**config.mk**
```make
export PLATFORM = sky130hd
export DESIGN_NAME = fetch_prefetch
export DESIGN_NICKNAME = d
export VERILOG_FILES = /design/src/rtl/fetch_prefetch_pkg.sv /design/src/rtl/fetch_queue.sv /design/src/rtl/fetch_prefetch.sv
export SDC_FILE = /design/constraint.sdc
export NUM_CORES = 1
export LEC_CHECK = 0
export BUFFER_PORTS_ARGS = -buffer_cell sky130_fd_sc_hd__buf_4
export CAP_MARGIN = 20
export CORE_MARGIN = 2
export CORE_UTILIZATION = 52
export CTS_CLUSTER_SIZE = 14
export DETAILED_ROUTE_END_ITERATION = 10
export PLACE_DENSITY = 0.78
export SLEW_MARGIN = 30
export SYNTH_ARGS = -nofsm -noshare
export SYNTH_HDL_FRONTEND = slang
export SYNTH_SLANG_ARGS = --single-unit
```
**constraint.sdc**
```tcl
create_clock -name clk -period 8.9 [get_ports clk]
set_input_delay 0 -clock clk [delete_from_list [all_inputs] [get_ports clk]]
set_output_delay 0 -clock clk [all_outputs]
set_load 0.1 [all_outputs]
```
**src/rtl/fetch_prefetch_pkg.sv**
```systemverilog
// Shared types for the fetch prefetch unit: bus request mode, fetch FSM states, default widths.
package fetch_prefetch_pkg;

   localparam int unsigned DEF_ADDR_W = 32;
   localparam int unsigned DEF_DATA_W = 32;

   typedef enum logic {
      MEMREQ_READ  = 1'b0,
      MEMREQ_WRITE = 1'b1
   } memreq_mode_t;

   typedef enum logic {
      IDLE = 1'b0,
      WAIT = 1'b1
   } fetch_state_t;

endpackage

```
**src/rtl/fetch_queue.sv**
```systemverilog
// Synchronous show-ahead FIFO holding {pc, instr} entries; flush overrides push and pop.
module fetch_queue #(
   parameter int unsigned DEPTH = 4,
   parameter int unsigned W     = 64
) (
   input  logic                     clk,
   input  logic                     rst,
   input  logic                     push_i,
   input  logic [W-1:0]             wdata_i,
   input  logic                     pop_i,
   input  logic                     flush_i,
   output logic [W-1:0]             rdata_o,
   output logic [$clog2(DEPTH):0]   count_o
);

   localparam int unsigned PTR_W = $clog2(DEPTH);
   localparam int unsigned CNT_W = PTR_W + 1;

   logic [W-1:0]     mem_q [DEPTH];
   logic [PTR_W-1:0] rd_ptr_q, rd_ptr_d;
   logic [PTR_W-1:0] wr_ptr_q, wr_ptr_d;
   logic [CNT_W-1:0] count_q, count_d;

   // Pointers wrap naturally because DEPTH is a power of two.
   always_comb begin
      rd_ptr_d = rd_ptr_q;
      wr_ptr_d = wr_ptr_q;
      count_d  = count_q;
      if (flush_i) begin
         rd_ptr_d = '0;
         wr_ptr_d = '0;
         count_d  = '0;
      end else begin
         if (push_i) wr_ptr_d = wr_ptr_q + PTR_W'(1);
         if (pop_i)  rd_ptr_d = rd_ptr_q + PTR_W'(1);
         case ({push_i, pop_i})
            2'b10:   count_d = count_q + CNT_W'(1);
            2'b01:   count_d = count_q - CNT_W'(1);
            default: count_d = count_q;
         endcase
      end
   end

   always_ff @(posedge clk or posedge rst) begin
      if (rst) begin
         rd_ptr_q <= '0;
         wr_ptr_q <= '0;
         count_q  <= '0;
         for (int i = 0; i < int'(DEPTH); i++) mem_q[i] <= '0;
      end else begin
         rd_ptr_q <= rd_ptr_d;
         wr_ptr_q <= wr_ptr_d;
         count_q  <= count_d;
         if (push_i && !flush_i) mem_q[wr_ptr_q] <= wdata_i;
      end
   end

   assign rdata_o = mem_q[rd_ptr_q];
   assign count_o = count_q;

endmodule

```
**src/rtl/fetch_prefetch.sv**
```systemverilog
// Sequential instruction prefetcher: one outstanding bus read at a time, buffered into a
// show-ahead queue for decode, with redirect flushing the queue and dropping the in-flight reply.
module fetch_prefetch
   import fetch_prefetch_pkg::*;
#(
   parameter int unsigned       ADDR_W   = DEF_ADDR_W,
   parameter int unsigned       DATA_W   = DEF_DATA_W,
   parameter int unsigned       DEPTH    = 4,
   parameter logic [ADDR_W-1:0] RESET_PC = '0
) (
   input  logic                  clk,
   input  logic                  rst,
   input  logic                  enabled,
   input  logic                  redirect_valid,
   input  logic [ADDR_W-1:0]     redirect_pc,
   output logic                  out_valid,
   input  logic                  out_ready,
   output logic [ADDR_W-1:0]     out_pc,
   output logic [DATA_W-1:0]     out_instr,
   output logic                  request_enable,
   output logic                  mode,
   output logic [ADDR_W-1:0]     addr,
   output logic [DATA_W-1:0]     wdata,
   output logic [DATA_W/8-1:0]   wstrb,
   input  logic                  response_enable,
   input  logic [DATA_W-1:0]     data
);

   localparam int unsigned       CNT_W    = $clog2(DEPTH) + 1;
   localparam int unsigned       STRB_W   = DATA_W / 8;
   localparam logic [ADDR_W-1:0] PC_STEP  = ADDR_W'(STRB_W);
   localparam logic [ADDR_W-1:0] PC_ALIGN = ~ADDR_W'(3);

   fetch_state_t      state_q, state_d;
   logic [ADDR_W-1:0] fetch_pc_q, fetch_pc_d;
   logic [ADDR_W-1:0] issue_pc_q, issue_pc_d;
   logic [ADDR_W-1:0] addr_q, addr_d;
   logic              discard_q, discard_d;
   logic              req_q, req_d;
   logic              push_c, pop_c;
   logic [CNT_W-1:0]  count_c;
   logic [ADDR_W+DATA_W-1:0] head_c;

   assign out_valid = (count_c != '0);
   assign pop_c     = out_valid && out_ready && !redirect_valid;

   // Redirect has priority: it blocks issue, suppresses push and marks an outstanding reply stale.
   always_comb begin
      state_d    = state_q;
      fetch_pc_d = fetch_pc_q;
      issue_pc_d = issue_pc_q;
      addr_d     = addr_q;
      discard_d  = discard_q;
      req_d      = 1'b0;
      push_c     = 1'b0;
      case (state_q)
         IDLE: begin
            if (redirect_valid) begin
               fetch_pc_d = redirect_pc & PC_ALIGN;
            end else if (enabled && (count_c < CNT_W'(DEPTH))) begin
               req_d      = 1'b1;
               addr_d     = fetch_pc_q;
               issue_pc_d = fetch_pc_q;
               state_d    = WAIT;
            end
         end
         WAIT: begin
            if (redirect_valid) fetch_pc_d = redirect_pc & PC_ALIGN;
            if (response_enable) begin
               if (!discard_q && !redirect_valid) begin
                  push_c     = 1'b1;
                  fetch_pc_d = issue_pc_q + PC_STEP;
               end
               discard_d = 1'b0;
               state_d   = IDLE;
            end else if (redirect_valid) begin
               discard_d = 1'b1;
            end
         end
         default: state_d = IDLE;
      endcase
   end

   always_ff @(posedge clk or posedge rst) begin
      if (rst) begin
         state_q    <= IDLE;
         fetch_pc_q <= RESET_PC;
         issue_pc_q <= '0;
         addr_q     <= '0;
         discard_q  <= 1'b0;
         req_q      <= 1'b0;
      end else begin
         state_q    <= state_d;
         fetch_pc_q <= fetch_pc_d;
         issue_pc_q <= issue_pc_d;
         addr_q     <= addr_d;
         discard_q  <= discard_d;
         req_q      <= req_d;
      end
   end

   fetch_queue #(
      .DEPTH (DEPTH),
      .W     (ADDR_W + DATA_W)
   ) u_queue (
      .clk     (clk),
      .rst     (rst),
      .push_i  (push_c),
      .wdata_i ({issue_pc_q, data}),
      .pop_i   (pop_c),
      .flush_i (redirect_valid),
      .rdata_o (head_c),
      .count_o (count_c)
   );

   assign {out_pc, out_instr} = head_c;
   assign request_enable      = req_q;
   assign addr                = addr_q;
   assign mode                = MEMREQ_READ;
   assign wdata               = '0;
   assign wstrb               = '0;

endmodule

```
==> Word level (Yosys, flattened, before mapping) <==
Cells that the tools add are included.
{ "word_totals": {"register_bits": 330, "in_bits": 70, "wordCells": 68} }
{ "classes": {"addsub": 5, "magnitude_cmp": 4, "n_eq_ne": 2, "n_mux": 26, "n_bitwise": 4, "reduce_logical": 15} }
{ "ops": {"columns": ["operator", "count"], "rows": [
  ["bitwise mux 256 bit", 1],
  ["2-to-1 mux 64 bit", 3],
  ["binary-select mux 64 bit (select 2 bit)", 1],
  ["demux 64 bit (select 2 bit)", 1],
  ["2-to-1 mux 32 bit", 3],
  ["one-hot mux 32 bit (2 select lines)", 1],
  ["adder 32 x 3 -> 32 bit (second input constant)", 1],
  ["2-to-1 mux 1 bit", 9],
  ["2-to-1 mux 2 bit", 4],
  [">= comparator 3 bit (second input constant)", 2],
  ["logical AND 1 bit", 6],
  ["inverter 2 -> 3 bit", 2],
  ["one-hot mux 3 bit (2 select lines)", 1],
  ["nonzero test 2 bit", 3],
  ["nonzero test 3 bit", 2],
  ["adder 2 x 1 -> 2 bit (second input constant)", 2],
  ["adder 3 x 1 -> 3 bit (second input constant)", 1],
  ["less-than comparator 3 x 1 -> 1 bit (second input constant)", 1],
  ["less-than comparator 3 bit (second input constant)", 1],
  ["2-to-1 mux 3 bit", 1],
  ["AND reduction 3 bit", 1],
  ["subtractor 3 x 1 -> 3 bit (second input constant)", 1],
  ["equality test 2 x 1 -> 1 bit (second input constant)", 1],
  ["equality test 2 bit (second input constant)", 1],
  ["4 further kinds", 6]
]} }

==> Depth between registers and ports, before layout <==
Gate-level depths: netlist of run 1.
{ "depth": {"ltp_word": 8, "mapped_depth": 9, "mapped_depth_nobuf": 7} }

==> Hierarchy <==
Synthesis of run 1 repeated with hierarchy kept, for this count alone.
{ "hier_totals": {"cells_unflattened": 1022, "area_unflattened_um2": 16175.5} }
{ "by_module_without_submodules": {"columns": ["module", "n_inst", "cells_each", "area_per_inst_um2", "seq_area_each_um2"], "rows": [
  ["fetch_queue", 1, 657, 12494.5, 6581.3],
  ["fetch_prefetch", 1, 365, 3681.0, 1676.6]
]} }

==> Least setup slack after synthesis of run 1 <==
OpenSTA, ideal clock, no wires.
{ "synth_timing": {"path_kind": "register to register", "start": "reg u_queue.count_q[1] (netlist: u_queue.count_o[1])", "end": "reg u_queue.count_q[2] (netlist: u_queue.count_o[2])", "setup_time_ns": 0.135, "arrival_ns": 2.387, "required_ns": 8.765, "path_slack_ns": 6.378, "path_stages_with_launch": 8, "period_less_slack_ns": 2.522, "cell_sequence": "dfrtp_1 or3_1 nand2_1 nor3_1 fa_1 nor3_1 o21ai_0 nor3b_1"} }
{ "synth_via": {"elab_chain_cells": 6} }
{ "synth_rtl": {"columns": ["item", "line_no", "text"], "rows": [
  ["from (decl)", "fetch_queue.sv:22", "logic [CNT_W-1:0] count_q, count_d;"],
  ["from (signal assigned)", "fetch_queue.sv:53", "count_q <= count_d;"],
  ["nonzero test 3 bit (*)", "fetch_prefetch.sv:44", "assign out_valid = (count_c != '0);"],
  ["via out_valid", "fetch_prefetch.sv:16", "output logic out_valid,"],
  ["logical AND 1 bit (*) (2 in a row)", "fetch_prefetch.sv:45", "assign pop_c = out_valid && out_ready && !redirect_valid;"],
  ["equality test 2 x 1 -> 1 bit / equality test 2 bit (equally long branches)", "fetch_queue.sv:36", "case ({push_i, pop_i})"],
  ["one-hot mux 3 bit (2 select lines)", "fetch_queue.sv:36", null],
  ["2-to-1 mux 3 bit", "fetch_queue.sv:29", "if (flush_i) begin"]
]} }
The timed path passes the listed nets; every way through them passes the cells marked *.
A chain may end at the register's enable or synchronous reset.

==> Worst setup path in the final report of run 1 <==
{ "layout_timing": {"start": "reg state_q", "end": "reg u_queue.mem_q[157] in the netlist's numbering"} }
{ "layout_via": {"elab_chain_cells": 2} }
{ "layout_rtl": {"columns": ["item", "line_no", "text"], "rows": [
  ["from (decl)", "fetch_prefetch.sv:34", "fetch_state_t state_q, state_d;"],
  ["from (signal assigned)", "fetch_prefetch.sv:93", "state_q <= state_d;"],
  ["2-to-1 mux 1 bit", "fetch_prefetch.sv:56", "case (state_q)"],
  ["logical AND 1 bit", "fetch_queue.sv:54", "if (push_i && !flush_i) mem_q[wr_ptr_q] <= wdata_i;"],
  ["to (signal, indexed assignment)", "fetch_queue.sv:54", null],
  ["to (decl)", "fetch_queue.sv:19", "logic [W-1:0] mem_q [DEPTH];"]
]} }
No other way between the ends.

==> results of run 1 <==
## cell usage after synthesis, drive strengths merged
master  number  area (um^2)
dfrtp      330         8260
mux2       283         3190
buf         88          532
mux4        64         1440
nand2       31          116
clkbuf      28          108
a21oi       24          120
a211oi      20          150
nor2b       20          125
xor2        20          175
o21ai       18         90.1
nand3       15         75.1
xnor2       12          105
mux2i       11          110
nor2        11         41.3
and3         8         50.1
nand4        7         43.8
inv          6         22.5
ha           5         62.6
nor3         4         31.3
or3          3         18.8
and4         2         17.5
nand2b       2         12.5
nor4         2         42.5
a21o         1         7.51
and2         1         6.26
conb         1         3.75
fa           1         20.0
nor3b        1         7.51
nor4b        1         15.0
o22ai        1         6.26
o31ai        1         7.51
## layer usage
layer,track usage (%),up-vias,part of all wire [%]
li1,-,4047,-
met3,5.03,36,5.9
met5,0,-,0
met4,5.04,0,1.5
met2,35.4,211,49
met1,30.2,4812,44
## state kept, by name (all words and copies together), names as in the netlist
signal,count
u_queue.count_o,3
u_queue.wr_ptr_q,2
u_queue.mem_q,256
state_q,1
fetch_pc_q,32
request_enable,1
u_queue.rd_ptr_q,2
addr,32
discard_q,1
## cell families after synthesis
family	Yosys count	synth area share (%)
xor+xnor	32	1.87
other cells	1	0.0250
compound gates	65	2.54
fa+ha+maj	6	0.550
simple gates	108	4.02
flops	330	55.0
buf+inv	122	4.41
mux	358	31.6
## what timing repair did
action,4_1_cts,5_1_grt
buffers inserted,0,0
setup endpoints to repair,0,0
hold endpoints to repair,222,0
hold buffers,66,0
## metrics by stage
stage | setup slack [ns] | util, % | std cells
after floorplan | 4.49 | - | 1058
after global placement | 5.45 | 57.2 | 1498
after detailed placement | 6.03 | 57.5 | 1501
after CTS | 5.92 | 64.3 | 1633
after global routing | 5.82 | 64.3 | 1635
final | 6.01 | 64.3 | 1635
## path summary, 6_finish.rpt
path                                                start                               to  slack [ns]  cells after the start
max                                     state_q$_DFF_PP0_   u_queue.mem_q[157]$_DFFE_PP0P_        6.01                      5
min                                        redirect_valid  u_queue.rd_ptr_q[1]$_DFFE_PP0P_        0.09                      2
max reg2reg                             state_q$_DFF_PP0_   u_queue.mem_q[157]$_DFFE_PP0P_        6.01                      5
min reg2reg                u_queue.mem_q[230]$_DFFE_PP0P_   u_queue.mem_q[230]$_DFFE_PP0P_        0.48                      2
max in group asynchronous                             rst  u_queue.rd_ptr_q[0]$_DFFE_PP0P_        7.14                      6
min in group asynchronous                             rst    u_queue.mem_q[24]$_DFFE_PP0P_        0.29                      4
## cell type report
class                      instances  area (um^2)
antenna                            2         5.00
clock buffer                      58         1150
clock inverter                     8          119
fill                            2090        10200
inverter                           6         26.3
multi-input combinational        606         6300
sequential                       330         8270
tap                              384          480
timing repair buffer             241         2020
## worst max-delay path: stages (launching register included)
cell     delay (ns)
dfrtp_1        0.47
nand2_1        0.15
nor3_4         0.51
buf_4          0.62
nand2_8        0.50
mux2_2         0.44
==> results.tsv, run 1 <==
metric	value	unit
die footprint	30200	um^2
Final Hold Viols	0	
GPL Wtd Cong	0.749	
DP Wirelength	18300	um
Seq/Total Area, Yosys	55.0	%
Crit. End Element	flop	
worst min path class	input pin to flop	
setup TNS	0	ns
clock latency on the worst-skew pair	0.52	ns
final wirelength	32300	um
Area Overhead vs Synth	22.3	%
final period utilization	32.5	%
synthesized area per cell	14.7	um^2
#FFs+latches synth	330	
CTS tree	yes	
Final Slew Violations	0	
DR iter-0 viols	532	
first-pass GRT wire length	52800	um
total gr overflow	0	
Rel. slew slack	46.0	%
port bufs	165	
Final Instance Area	18400	um^2
Area after DPL	16400	um^2
row count	62	
vias	9106	
CTS H-tree lvls	2	
post-route DRC violation count	0	
GRT Util Overall	21.8	%
fmax	346	MHz
critical path class	flop to flop	
clock sinks	330	
nets	1298	
Die W	174	um
RSZ-0062 raised after global routing	false	
Worst-path clk slew	0.06	ns
# setup viols final	0	
initial antenna violation count	2	
most frequent cells in the layout	dfrtp_1 (328), mux2_2 (283), buf_4 (171)	
Least-Margin Pin Slew	0.810	ns
core area	28500	um^2
largest net degree at the start of global routing	114	
crit path DAT	3.28	ns
Required @ worst endpoint	9.28	ns
post-synth cell types	36	
startpoint types	flop	
Final Critical Period	2.89	ns
Starting Density	52.6	%
Synth Warn #	0	
final antenna-violating net count	0	
routed vias/inst	5.57	
MaxCap Viol Count	0	
# IOs	205	
Pre-Repair DR Iteration Count	4	
crit path max fanout	65	
status	finished, final reports clean	
layout cells sized above 1	47.2	%
vias in the first global route	9683	
Synth Instances	1022	
cts bufs inserted	37	
commonest non-fill, non-tap cell in the layout	dfrtp_1	
worst clock skew	0.0220	ns
Clock Tree Buf Depth	3	
post-CTS resize count	0	
Die Ht	174	um
Root Driver	clkbuf_16	
worst hold slack	0.0861	ns
DR WL/cell	19.8	um
Mapped Area	15000	um^2
Power of run 1 is not shown: default switching activity piles up to over one toggle a cycle in this logic, so the estimate is an artifact.
==> inputs of run 2 (changes only) <==
Settings changed: CORE_UTILIZATION 52 to 55, PLACE_DENSITY 0.78 to 0.79.
Clock period 8.9 ns to 2.7 ns, I/O delays scaled along.
==> run 2 against run 1 <==
  * Non-clock buffer count grew 19
  * Wire length increased by 1.5%
  * Design area rose by 0.40%
  * Highest routed layer unchanged
  * Sequential share of layout area fell by 0.18 points
==> results.tsv, run 2 (synthesis results as in run 1) <==
metric	value	unit
crit path max fanout	25	
max reg flops	256	
cell count along the critical path	3	
status	finished, final reports clean	
Pre-Repair DR Iteration Count	4	
Final Hold Viols	0	
clock latency on the worst-skew pair	0.51	ns
CTS H-tree lvls	2	
total setup buffers inserted after CTS	0	
layout cells sized above 1	47.8	%
# setup viols final	0	
GPL Wtd Cong	0.784	
fmax	429	MHz
initial antenna violation count	3	
crit path DAT	2.33	ns
DR WL/cell	20.4	um
RSZ-0062 raised after global routing	false	
Crit. End Element	primary output	
final wirelength	32800	um
crit path launch	u_queue.rd_ptr_q[0]$_DFFE_PP0P_	
worst min path class	input pin to async pin	
Starting Density	55.8	%
worst clock skew	0.0180	ns
slowest CP cell	dfrtp_4	
nets	1316	
port bufs	165	
Clock Tree Buf Depth	3	
Die Ht	169	um
largest net degree at the start of global routing	101	
commonest non-fill, non-tap cell in the layout	dfrtp_1	
Area Overhead vs Synth	22.8	%
Rel. slew slack	53.9	%
CP bufs+invs	2	
Top reg by flops	u_queue.mem_q	
CTS tree	yes	
Root Driver	clkbuf_16	
total gr overflow	0	
# IOs	205	
Worst setup endpoint	out_pc[18]	
most frequent cells in the layout	dfrtp_1 (328), mux2_2 (283), buf_4 (183)	
Register-to-Register Path Depth	6	
Die W	169	um
Final Slew Violations	0	
vias	9128	
clock sinks	330	
Worst-path clk slew	0.06	ns
DR iter-0 viols	532	
max incr delay on CP	0.68	ns
final setup margin	0.368	ns
die footprint	28600	um^2
row count	60	
vias in the first global route	9871	
routed vias/inst	5.68	
first-pass GRT wire length	52900	um
Final Critical Period	2.33	ns
critical path class	flop to primary output	
reg2reg end	u_queue.mem_q[155]$_DFFE_PP0P_	
startpoint types	flop	
DP Worst Slack	0.465	ns
reg2reg start	state_q$_DFF_PP0_	
Least-Margin Pin Slew	0.686	ns
cts bufs inserted	36	
core area	26900	um^2
Top delay family on crit path	buffers and inverters	
post-route DRC violation count	0	
DP Wirelength	19700	um
final period utilization	86.4	%
worst path cell trace	buf_4 -> mux4_2 -> buf_4	
GRT Util Overall	23.3	%
MaxCap Viol Count	0	
Required @ worst endpoint	2.70	ns
FF-to-FF setup slack	0.43	ns
final antenna-violating net count	0	
post-CTS resize count	0	
CP most frequent cell	buf_4	
[run 2: routing by layer]
layer / share of wire [%] / up-vias / routed length [um] / global-route usage (%)
li1: - / 4058 / - / -
met1: 43 / 4788 / 14100 / 31.0
met2: 50 / 227 / 16300 / 39.3
met3: 5.2 / 55 / 1710 / 5.04
met4: 2.0 / 0 / 645 / 6.35
met5: 0 / - / 0 / 0
[run 2: per-stage QoR]
step | setup TNS [ns] | util [%] | hold WS [ns] | cells | cell area (um^2)
floorplan | -563.20 | - | 0.0859 | 1058 | 15100
global placement | 0 | 61.5 | 0.0848 | 1474 | 16500
detailed placement | 0 | 61.5 | 0.0927 | 1474 | 16500
CTS | 0 | 68.6 | 0.113 | 1604 | 18400
global route | 0 | 68.6 | 0.157 | 1607 | 18400
finish | 0 | 68.6 | 0.125 | 1607 | 18400
[run 2: layout make-up]
cell class | count | area, um^2
multi-input cells | 606 | 6260
inverters | 6 | 26.3
fillers | 1815 | 8440
clock buffers | 52 | 1070
diodes | 3 | 7.51
repair buffers | 260 | 2220
well taps | 341 | 427
clock inverters | 9 | 148
flip-flops and latches | 330 | 8270
[run 2: worst reg2reg max path, delay by kind of cell, from the launching register on]
kind | cells | cell delay, ns
buf+inv | 2 | 0.64
simple gates | 3 | 0.63
mux | 1 | 0.41
flops | 1 | 0.46
[run 2: worst min-delay path by stage]
| stage | slack, ns | from | to |
|---|---|---|---|
| 3_5_place_dp | 0.09 | rst | u_queue.mem_q[250]$_DFFE_PP0P_ |
| 2_1_floorplan | 0.09 | response_enable | discard_q$_DFFE_PP0P_ |
| 4_1_cts | 0.11 | rst | u_queue.mem_q[250]$_DFFE_PP0P_ |
| 5_1_grt | 0.16 | rst | u_queue.mem_q[122]$_DFFE_PP0P_ |
| 3_3_place_gp | 0.08 | rst | u_queue.mem_q[250]$_DFFE_PP0P_ |
| 6_report | 0.12 | rst | u_queue.mem_q[123]$_DFFE_PP0P_ |
[run 2: repair_timing]
action	CTS	global route
hold endpoints to repair	236	0
hold buffers	69	0
endpoints found under the setup margin	0	0
Power of run 2 is left out for the same reason.
